[src/rtl/fg_pkg.sv]
// ---------------------------------------------------------------------------
// fg_pkg
//  Shared definitions for the foreground bounding-box tracker.
//  - fsm_t        : result-engine state (IDLE, LOAD, DIV_X, DIV_Y, PUB)
//  - width helpers: derive raster/count/sum widths from the active frame size
//  - FG_*_W       : widths for the default 640x480 frame
// ---------------------------------------------------------------------------
package fg_pkg;

    typedef enum logic [2:0] {
        IDLE  = 3'd0,
        LOAD  = 3'd1,
        DIV_X = 3'd2,
        DIV_Y = 3'd3,
        PUB   = 3'd4
    } fsm_t;

    function automatic int fg_max(input int a, input int b);
        return (a > b) ? a : b;
    endfunction

    function automatic int fg_cnt_w(input int h, input int v);
        return $clog2(h * v + 1);
    endfunction

    // Sum of coordinates never exceeds count * max coordinate.
    function automatic int fg_sum_w(input int h, input int v);
        return fg_cnt_w(h, v) + fg_max($clog2(h), $clog2(v));
    endfunction

    localparam int FG_X_W   = $clog2(640);
    localparam int FG_Y_W   = $clog2(480);
    localparam int FG_CNT_W = fg_cnt_w(640, 480);
    localparam int FG_SUM_W = fg_sum_w(640, 480);

endpackage

[src/rtl/seq_divider.sv]
// ---------------------------------------------------------------------------
// seq_divider
//  Unsigned restoring divider, one quotient bit per clock. The first bit is
//  resolved on the edge that accepts i_start, so o_done pulses exactly N
//  cycles after the cycle in which i_start is high. N must be >= 2.
//  Ports:
//   i_clk, i_rst_n : clock, asynchronous active-low reset
//   i_start        : load i_num / i_den and begin dividing
//   i_num [N]      : dividend
//   i_den [D]      : divisor (non-zero)
//   o_busy         : division in progress
//   o_done         : one-cycle pulse, o_quot valid
//   o_quot [N]     : quotient, held until the next start
// ---------------------------------------------------------------------------
module seq_divider #(
    parameter int N = 16,
    parameter int D = 8
) (
    input  logic         i_clk,
    input  logic         i_rst_n,
    input  logic         i_start,
    input  logic [N-1:0] i_num,
    input  logic [D-1:0] i_den,
    output logic         o_busy,
    output logic         o_done,
    output logic [N-1:0] o_quot
);

    localparam int CW = $clog2(N + 1);

    logic [D-1:0]  r_rem;
    logic [N-1:0]  r_q;
    logic [D-1:0]  r_den;
    logic [CW-1:0] r_cnt;
    logic          r_busy;
    logic          r_done;

    // One restoring step. r_q doubles as the dividend shift register: its MSB
    // feeds the remainder and the new quotient bit enters at the LSB. Since
    // rem < den, the shifted trial is < 2*den and the top bit of the
    // difference is a reliable borrow flag.
    function automatic logic [D+N-1:0] div_step(input logic [D-1:0] rem,
                                                input logic [N-1:0] q,
                                                input logic [D-1:0] den);
        logic [D:0] sh;
        logic [D:0] diff;
        sh   = {rem, q[N-1]};
        diff = sh - {1'b0, den};
        if (!diff[D])
            return {diff[D-1:0], q[N-2:0], 1'b1};
        else
            return {sh[D-1:0], q[N-2:0], 1'b0};
    endfunction

    always_ff @(posedge i_clk or negedge i_rst_n) begin
        if (!i_rst_n) begin
            r_rem  <= '0;
            r_q    <= '0;
            r_den  <= '0;
            r_cnt  <= '0;
            r_busy <= 1'b0;
            r_done <= 1'b0;
        end else begin
            r_done <= 1'b0;
            if (i_start) begin
                {r_rem, r_q} <= div_step('0, i_num, i_den);
                r_den        <= i_den;
                r_cnt        <= CW'(N - 1);
                r_busy       <= 1'b1;
            end else if (r_busy) begin
                {r_rem, r_q} <= div_step(r_rem, r_q, r_den);
                r_cnt        <= r_cnt - CW'(1);
                if (r_cnt == CW'(1)) begin
                    r_busy <= 1'b0;
                    r_done <= 1'b1;
                end
            end
        end
    end

    assign o_busy = r_busy;
    assign o_done = r_done;
    assign o_quot = r_q;

endmodule

[src/rtl/fg_bbox_tracker.sv]
// ---------------------------------------------------------------------------
// fg_bbox_tracker
//  Consumes the raster-ordered foreground flag stream and publishes, once per
//  frame, the bounding box, pixel count and integer centroid of the
//  foreground pixels. The centroid uses one shared sequential divider, first
//  for x then for y.
//  Ports:
//   i_clk, i_rst_n        : clock, asynchronous active-low reset
//   i_valid               : pixel strobe
//   i_sof                 : with i_valid, this pixel is (0,0)
//   i_fg                  : foreground flag of the current pixel
//   o_done                : one-cycle pulse when result outputs update
//   o_found               : last frame had >= MIN_PIXELS foreground pixels
//   o_x_min/o_x_max       : bounding box columns
//   o_y_min/o_y_max       : bounding box rows
//   o_count               : foreground pixel count of last frame
//   o_cx/o_cy             : centroid, floor(sum/count)
//   o_overrun             : sticky, a frame ended while a result was pending
// ---------------------------------------------------------------------------
module fg_bbox_tracker
    import fg_pkg::*;
#(
    parameter int  H_ACTIVE   = 640,
    parameter int  V_ACTIVE   = 480,
    parameter int  MIN_PIXELS = 64,
    localparam int X_W        = $clog2(H_ACTIVE),
    localparam int Y_W        = $clog2(V_ACTIVE),
    localparam int CNT_W      = fg_cnt_w(H_ACTIVE, V_ACTIVE)
) (
    input  logic             i_clk,
    input  logic             i_rst_n,
    input  logic             i_valid,
    input  logic             i_sof,
    input  logic             i_fg,
    output logic             o_done,
    output logic             o_found,
    output logic [X_W-1:0]   o_x_min,
    output logic [X_W-1:0]   o_x_max,
    output logic [Y_W-1:0]   o_y_min,
    output logic [Y_W-1:0]   o_y_max,
    output logic [CNT_W-1:0] o_count,
    output logic [X_W-1:0]   o_cx,
    output logic [Y_W-1:0]   o_cy,
    output logic             o_overrun
);

    localparam int XY_W  = fg_max(X_W, Y_W);
    localparam int SUM_W = fg_sum_w(H_ACTIVE, V_ACTIVE);

    localparam logic [X_W-1:0]   X_LAST = X_W'(H_ACTIVE - 1);
    localparam logic [Y_W-1:0]   Y_LAST = Y_W'(V_ACTIVE - 1);
    localparam logic [CNT_W-1:0] MIN_C  = CNT_W'(MIN_PIXELS);

    // Raster position and running accumulators
    logic [X_W-1:0]   r_x;
    logic [Y_W-1:0]   r_y;
    logic [CNT_W-1:0] r_cnt;
    logic [SUM_W-1:0] r_sx, r_sy;
    logic [X_W-1:0]   r_xmin, r_xmax;
    logic [Y_W-1:0]   r_ymin, r_ymax;

    // Snapshot of a finished frame, owned by the result engine
    logic [CNT_W-1:0] r_st_cnt;
    logic [SUM_W-1:0] r_st_sx, r_st_sy;
    logic [X_W-1:0]   r_st_xmin, r_st_xmax;
    logic [Y_W-1:0]   r_st_ymin, r_st_ymax;
    logic             r_st_found;

    fsm_t             r_state;
    logic             r_kick;
    logic [X_W-1:0]   r_qx;
    logic [Y_W-1:0]   r_qy;

    logic             r_o_done, r_o_found, r_o_overrun;
    logic [X_W-1:0]   r_o_xmin, r_o_xmax, r_o_cx;
    logic [Y_W-1:0]   r_o_ymin, r_o_ymax, r_o_cy;
    logic [CNT_W-1:0] r_o_count;

    logic             w_sof;
    logic [X_W-1:0]   w_px;
    logic [Y_W-1:0]   w_py;
    logic             w_fend;
    logic [CNT_W-1:0] w_b_cnt, w_n_cnt;
    logic [SUM_W-1:0] w_b_sx, w_b_sy, w_n_sx, w_n_sy;
    logic [X_W-1:0]   w_b_xmin, w_b_xmax, w_n_xmin, w_n_xmax;
    logic [Y_W-1:0]   w_b_ymin, w_b_ymax, w_n_ymin, w_n_ymax;

    logic             w_div_start, w_div_busy, w_div_done;
    logic [SUM_W-1:0] w_div_num, w_quot;
    logic             w_unused_quot_hi;

    // A start-of-frame pixel is taken as (0,0) against freshly cleared
    // accumulators, so the current pixel folds into a clean frame.
    always_comb begin
        w_sof    = i_valid & i_sof;
        w_px     = w_sof ? '0 : r_x;
        w_py     = w_sof ? '0 : r_y;
        w_b_cnt  = w_sof ? '0 : r_cnt;
        w_b_sx   = w_sof ? '0 : r_sx;
        w_b_sy   = w_sof ? '0 : r_sy;
        w_b_xmin = w_sof ? '1 : r_xmin;
        w_b_xmax = w_sof ? '0 : r_xmax;
        w_b_ymin = w_sof ? '1 : r_ymin;
        w_b_ymax = w_sof ? '0 : r_ymax;

        w_n_cnt  = w_b_cnt;
        w_n_sx   = w_b_sx;
        w_n_sy   = w_b_sy;
        w_n_xmin = w_b_xmin;
        w_n_xmax = w_b_xmax;
        w_n_ymin = w_b_ymin;
        w_n_ymax = w_b_ymax;
        if (i_fg) begin
            w_n_cnt = w_b_cnt + CNT_W'(1);
            w_n_sx  = w_b_sx + SUM_W'(w_px);
            w_n_sy  = w_b_sy + SUM_W'(w_py);
            if (w_px < w_b_xmin) w_n_xmin = w_px;
            if (w_px > w_b_xmax) w_n_xmax = w_px;
            if (w_py < w_b_ymin) w_n_ymin = w_py;
            if (w_py > w_b_ymax) w_n_ymax = w_py;
        end

        w_fend = i_valid & (w_px == X_LAST) & (w_py == Y_LAST);
    end

    // Raster and accumulators. On frame end the totals (including the final
    // pixel) go straight to the snapshot and the accumulators clear on the
    // same edge, so a following frame can start on the very next cycle.
    always_ff @(posedge i_clk or negedge i_rst_n) begin
        if (!i_rst_n) begin
            r_x    <= '0;
            r_y    <= '0;
            r_cnt  <= '0;
            r_sx   <= '0;
            r_sy   <= '0;
            r_xmin <= '1;
            r_xmax <= '0;
            r_ymin <= '1;
            r_ymax <= '0;
        end else if (i_valid) begin
            if (w_px == X_LAST) begin
                r_x <= '0;
                r_y <= (w_py == Y_LAST) ? '0 : w_py + Y_W'(1);
            end else begin
                r_x <= w_px + X_W'(1);
                r_y <= w_py;
            end

            if (w_fend) begin
                r_cnt  <= '0;
                r_sx   <= '0;
                r_sy   <= '0;
                r_xmin <= '1;
                r_xmax <= '0;
                r_ymin <= '1;
                r_ymax <= '0;
            end else begin
                r_cnt  <= w_n_cnt;
                r_sx   <= w_n_sx;
                r_sy   <= w_n_sy;
                r_xmin <= w_n_xmin;
                r_xmax <= w_n_xmax;
                r_ymin <= w_n_ymin;
                r_ymax <= w_n_ymax;
            end
        end
    end

    // The divider is started once from r_kick (first cycle of DIV_X) and
    // again straight off the x-done pulse for y; r_kick selects the dividend.
    assign w_div_start = ~w_div_busy & (r_kick | ((r_state == DIV_X) & w_div_done));
    assign w_div_num   = r_kick ? r_st_sx : r_st_sy;

    seq_divider #(
        .N (SUM_W),
        .D (CNT_W)
    ) u_div (
        .i_clk   (i_clk),
        .i_rst_n (i_rst_n),
        .i_start (w_div_start),
        .i_num   (w_div_num),
        .i_den   (r_st_cnt),
        .o_busy  (w_div_busy),
        .o_done  (w_div_done),
        .o_quot  (w_quot)
    );

    // Centroids are always below the frame size, so the high quotient bits
    // are zero and simply dropped.
    assign w_unused_quot_hi = |w_quot[SUM_W-1:XY_W];

    // Result engine: snapshot, divide x, divide y, publish.
    always_ff @(posedge i_clk or negedge i_rst_n) begin
        if (!i_rst_n) begin
            r_state     <= IDLE;
            r_kick      <= 1'b0;
            r_st_cnt    <= '0;
            r_st_sx     <= '0;
            r_st_sy     <= '0;
            r_st_xmin   <= '0;
            r_st_xmax   <= '0;
            r_st_ymin   <= '0;
            r_st_ymax   <= '0;
            r_st_found  <= 1'b0;
            r_qx        <= '0;
            r_qy        <= '0;
            r_o_done    <= 1'b0;
            r_o_found   <= 1'b0;
            r_o_overrun <= 1'b0;
            r_o_xmin    <= '0;
            r_o_xmax    <= '0;
            r_o_ymin    <= '0;
            r_o_ymax    <= '0;
            r_o_count   <= '0;
            r_o_cx      <= '0;
            r_o_cy      <= '0;
        end else begin
            r_o_done <= 1'b0;
            r_kick   <= 1'b0;

            // A frame ending while a result is still pending is dropped.
            if (w_fend) begin
                if (r_state == IDLE) begin
                    r_st_cnt  <= w_n_cnt;
                    r_st_sx   <= w_n_sx;
                    r_st_sy   <= w_n_sy;
                    r_st_xmin <= w_n_xmin;
                    r_st_xmax <= w_n_xmax;
                    r_st_ymin <= w_n_ymin;
                    r_st_ymax <= w_n_ymax;
                end else begin
                    r_o_overrun <= 1'b1;
                end
            end

            case (r_state)
                IDLE: begin
                    if (w_fend) r_state <= LOAD;
                end
                LOAD: begin
                    if (r_st_cnt < MIN_C) begin
                        r_st_found <= 1'b0;
                        r_state    <= PUB;
                    end else begin
                        r_st_found <= 1'b1;
                        r_kick     <= 1'b1;
                        r_state    <= DIV_X;
                    end
                end
                DIV_X: begin
                    if (w_div_done) begin
                        r_qx    <= w_quot[X_W-1:0];
                        r_state <= DIV_Y;
                    end
                end
                DIV_Y: begin
                    if (w_div_done) begin
                        r_qy    <= w_quot[Y_W-1:0];
                        r_state <= PUB;
                    end
                end
                PUB: begin
                    r_o_done  <= 1'b1;
                    r_o_found <= r_st_found;
                    r_o_count <= r_st_cnt;
                    if (r_st_found) begin
                        r_o_xmin <= r_st_xmin;
                        r_o_xmax <= r_st_xmax;
                        r_o_ymin <= r_st_ymin;
                        r_o_ymax <= r_st_ymax;
                        r_o_cx   <= r_qx;
                        r_o_cy   <= r_qy;
                    end else begin
                        r_o_xmin <= '0;
                        r_o_xmax <= '0;
                        r_o_ymin <= '0;
                        r_o_ymax <= '0;
                        r_o_cx   <= '0;
                        r_o_cy   <= '0;
                    end
                    r_state <= IDLE;
                end
                default: r_state <= IDLE;
            endcase
        end
    end

    assign o_done    = r_o_done;
    assign o_found   = r_o_found;
    assign o_x_min   = r_o_xmin;
    assign o_x_max   = r_o_xmax;
    assign o_y_min   = r_o_ymin;
    assign o_y_max   = r_o_ymax;
    assign o_count   = r_o_count;
    assign o_cx      = r_o_cx;
    assign o_cy      = r_o_cy;
    assign o_overrun = r_o_overrun;

endmodule
[config.mk]
export PLATFORM = sky130hd
export DESIGN_NAME = fg_bbox_tracker
export DESIGN_NICKNAME = d
export VERILOG_FILES = /design/src/rtl/fg_pkg.sv /design/src/rtl/seq_divider.sv /design/src/rtl/fg_bbox_tracker.sv
export SDC_FILE = /design/constraint.sdc
export NUM_CORES = 1
export LEC_CHECK = 0
export CORE_UTILIZATION = 55
export DETAILED_ROUTE_END_ITERATION = 10
export PLACE_DENSITY = 0.81
export SYNTH_ARGS = -nofsm -noshare
export SYNTH_HDL_FRONTEND = slang
export SYNTH_SLANG_ARGS = --single-unit
export TNS_END_PERCENT = 50
[constraint.sdc]
create_clock -name i_clk -period 9.1 [get_ports i_clk]
set_input_delay 1.365 -clock i_clk [delete_from_list [all_inputs] [get_ports i_clk]]
set_output_delay 1.365 -clock i_clk [all_outputs]
set_load 0.02 [all_outputs]
==> impl_metrics.tcl <==
set metrics [dict create \
    setup_viol 0 \
    clockPowerShare_pct 44.9 \
    area_delta_synth_final_pct 11.34 \
    crit_path_start "i_valid" \
    cts_root_buf "clkbuf_16" \
    grt_max_degree 219 \
    rsz0062_at_grt "false" \
    hold_ws_ns 0.4745 \
    netlist_instances 2533 \
    tightest_slew_ns 1.235 \
    synth_flop_cell "dfrtp_1" \
    crit_end "r_sx[26]" \
    rrSetupSlack_ns 4.85 \
    p_comb_share_pct 6.8 \
    cts_buffer_depth 3 \
    power.switching_mw 1.013 \
    die_h_um 205.8 \
    start_util_pct 55.83 \
    period_needed_ns 5.185 \
    path_max_fanout 43 \
    gp_congestion 0.9244 \
    synth-seq-area-share_pct 46.76 \
    yosysWarnings 0 \
    power.leakage_nw 11.38 \
    first_pass_iters 6 \
    nets 2602 \
    swShare_pct 24.76 \
    total_power_mw 4.093 \
    die_area_um2 42360 \
    syn-cell-area_um2 22850 \
    clock_latency_ns 0.57 \
    tns_ns 0 \
    row_count 74 \
    skew_ns 0.01267 \
    crit-reg2reg-launch "r_kick" \
    grt-ovfl-total 0 \
    final_cell_mix "nand2_1, dfrtp_1, o21ai_0, nor2_1, a21oi_1" \
    cts_setup_buffers 0 \
    placed_cells 3015 \
    cts_tree "done" \
    r2r-end "u_div.r_rem[14]" \
    cp-start-kind "input port" \
    mappedNetlistNets 2605 \
    hold_viol_final 0 \
    ctsHtreeMaxLevel 2 \
    worstPathArrival_ns 5.64 \
    layout_commonest_cell "nand2_1" \
    async_flop_share_pct 100.0 \
    core_area_um2 40920 \
    antenna_found_initial 0 \
    vias 19050 \
    syn_area_per_cell_um2 9.021 \
    grt_first_pass_wirelength_mm 96.26 \
    grt_pass1_vias 18290 \
    worstSetupPathType "in2reg" \
    antennaDiodeCount 0 \
    grt.total_usage_pct 28.38 \
    cts_buffers 45 \
    required_ns 9.56 \
    cts_resized 0 \
    rr_worst_depth 9 \
    clock.fmax_ghz 0.1929 \
    wire_per_inst_um 19.23 \
    pwr_density_cell_nw_per_um2 160.9 \
    ios 84 \
    die_w_um 205.8 \
    outcome "completed" \
    synth-edff-count 0 \
    ys_ff_latch 426 \
    layout-drive-gt1-share_pct 8.184 \
    yosys.cell_types.count 89 \
    drt_iter0_markers 2025 \
    p_int_mw 3.079 \
    max_slew_margin_pct 17.65 \
    clock-sinks 426 \
    p_seq_share_pct 48.3 \
    final_util_pct 62.16 \
    hold_path.class "reg2reg" \
    maxCapViolations 0 \
    finalMaxSlewViolations 0 \
    fin_crit_sh_pct 56.98 \
    dp_hpwl_mm 38.87 \
    drc_errors 0 \
    port_buffers 83 \
    clk_pin_slew_ns 0.06 \
    cts_hold_buf 0 \
    ant_nets 0 \
    final_cells 3098 \
    ir_drop_mv 0.1206 \
    drt-total-wl_mm 59.59 \
    avgViaCountPerCell 6.148 \
    critPathCaptureType "flip-flop" \
]
metal layers:
layer | up-vias | wire length, um | track usage [%] | part of all wire, %
met3 | 131 | 4228 | 4.340 | 7.1
met5 | - | 0 | 0 | 0
met2 | 750 | 27530 | 45.20 | 46
met4 | 0 | 1660 | 9.585 | 2.8
met1 | 9343 | 26170 | 39.56 | 44
li1 | 8822 | - | - | -
critical path: stages:
cell      delay (ns)
buf_2           0.08
buf_4           0.37
nand2_2         0.60
nand2_1         0.41
inv_1           0.10
ha_1            0.24
ha_1            0.21
a21o_1          0.20
a21oi_1         0.19
o211a_1         0.22
nor3_1          0.10
o31ai_2         0.85
a211oi_1        0.29
mux2i_1         0.18
a22o_1          0.21
worst min-delay path by stage:
stage / from / endpoint / slack [ns] / cells after the start
2_1_floorplan: r_sx[5] / r_sx[5] / 0.44 / 2
3_3_place_gp: o_count[7] / o_count[7] / 0.46 / 2
3_5_place_dp: o_count[14] / o_count[14] / 0.47 / 2
4_1_cts: o_count[14] / o_count[14] / 0.48 / 2
5_1_grt: o_count[6] / o_count[6] / 0.50 / 2
6_report: o_found / o_found / 0.47 / 2
layout make-up:
cell class	instances	area, um2
tap	532	665.6
multi-input combinational	1880	11300
clock buffer	66	1305
timing repair buffer	109	1051
fill	3315	15480
sequential	426	10690
clock inverter	17	172.7
inverter	68	255.2
Yosys cell counts, types with 10 or more instances:
master | count | area [um2]
xnor2_1 | 53 | 464.2
a21o_1 | 22 | 165.2
inv_1 | 67 | 251.5
a211oi_1 | 17 | 127.6
a31oi_1 | 19 | 118.9
mux2i_1 | 87 | 870.8
mux2_2 | 51 | 574.3
nor3_1 | 39 | 195.2
dfrtp_1 | 407 | 10180
and2_1 | 27 | 168.9
and3_1 | 21 | 131.4
o2bb2ai_1 | 14 | 122.6
nand2_1 | 538 | 2019
xor2_1 | 39 | 341.6
ha_1 | 66 | 825.8
nand4_1 | 23 | 143.9
nand3_1 | 47 | 235.2
o22ai_1 | 10 | 62.56
a221o_1 | 11 | 110.1
nor2b_1 | 13 | 81.33
o31ai_1 | 28 | 210.2
a22o_1 | 64 | 560.5
buf_2 | 18 | 90.09
o21ai_0 | 238 | 1191
o21ai_1 | 15 | 75.07
nor2_1 | 182 | 683.2
nand2b_1 | 10 | 62.56
clkbuf_1 | 127 | 476.7
a22oi_1 | 12 | 90.09
a21oi_1 | 115 | 575.6
dfstp_2 | 19 | 499.2
power groups by stage:
stage          combinational, mW  sequential (mW)  clock (mW)
2_1_floorplan              0.191             1.98           0
3_3_place_gp               0.263             2.01           0
3_5_place_dp               0.274             2.01           0
4_1_cts                    0.275             1.98        1.85
5_1_grt                    0.308             1.98        1.93
6_report                   0.277             1.98        1.84
state kept, by name, summed over array words and instances (netlist names), 29 cells and up:
| signal | cells |
|---|---|
| r_st_sy | 29 |
| u_div.o_quot | 29 |
| r_st_sx | 29 |
| r_sx | 29 |
| r_sy | 29 |
cells by family after synthesis:
kind of cell | count (synthesis) | synth area share [%]
muxes | 138 | 6.325
AOI/OAI and AO/OA | 624 | 17.28
buffers and inverters | 227 | 3.943
xor gates and xnor gates | 92 | 3.526
adders and majority gates | 73 | 3.975
DFF | 426 | 46.76
and+or+nand+nor | 953 | 18.20
per-stage QoR:
stage	instance area (um2)	worst slack [ns]
finish	25440	3.915
detailed placement	23960	3.393
global placement	23960	3.512
CTS	25440	3.965
global route	25440	3.626
floorplan	22850	4.057
(Power assumes the default switching activity.)
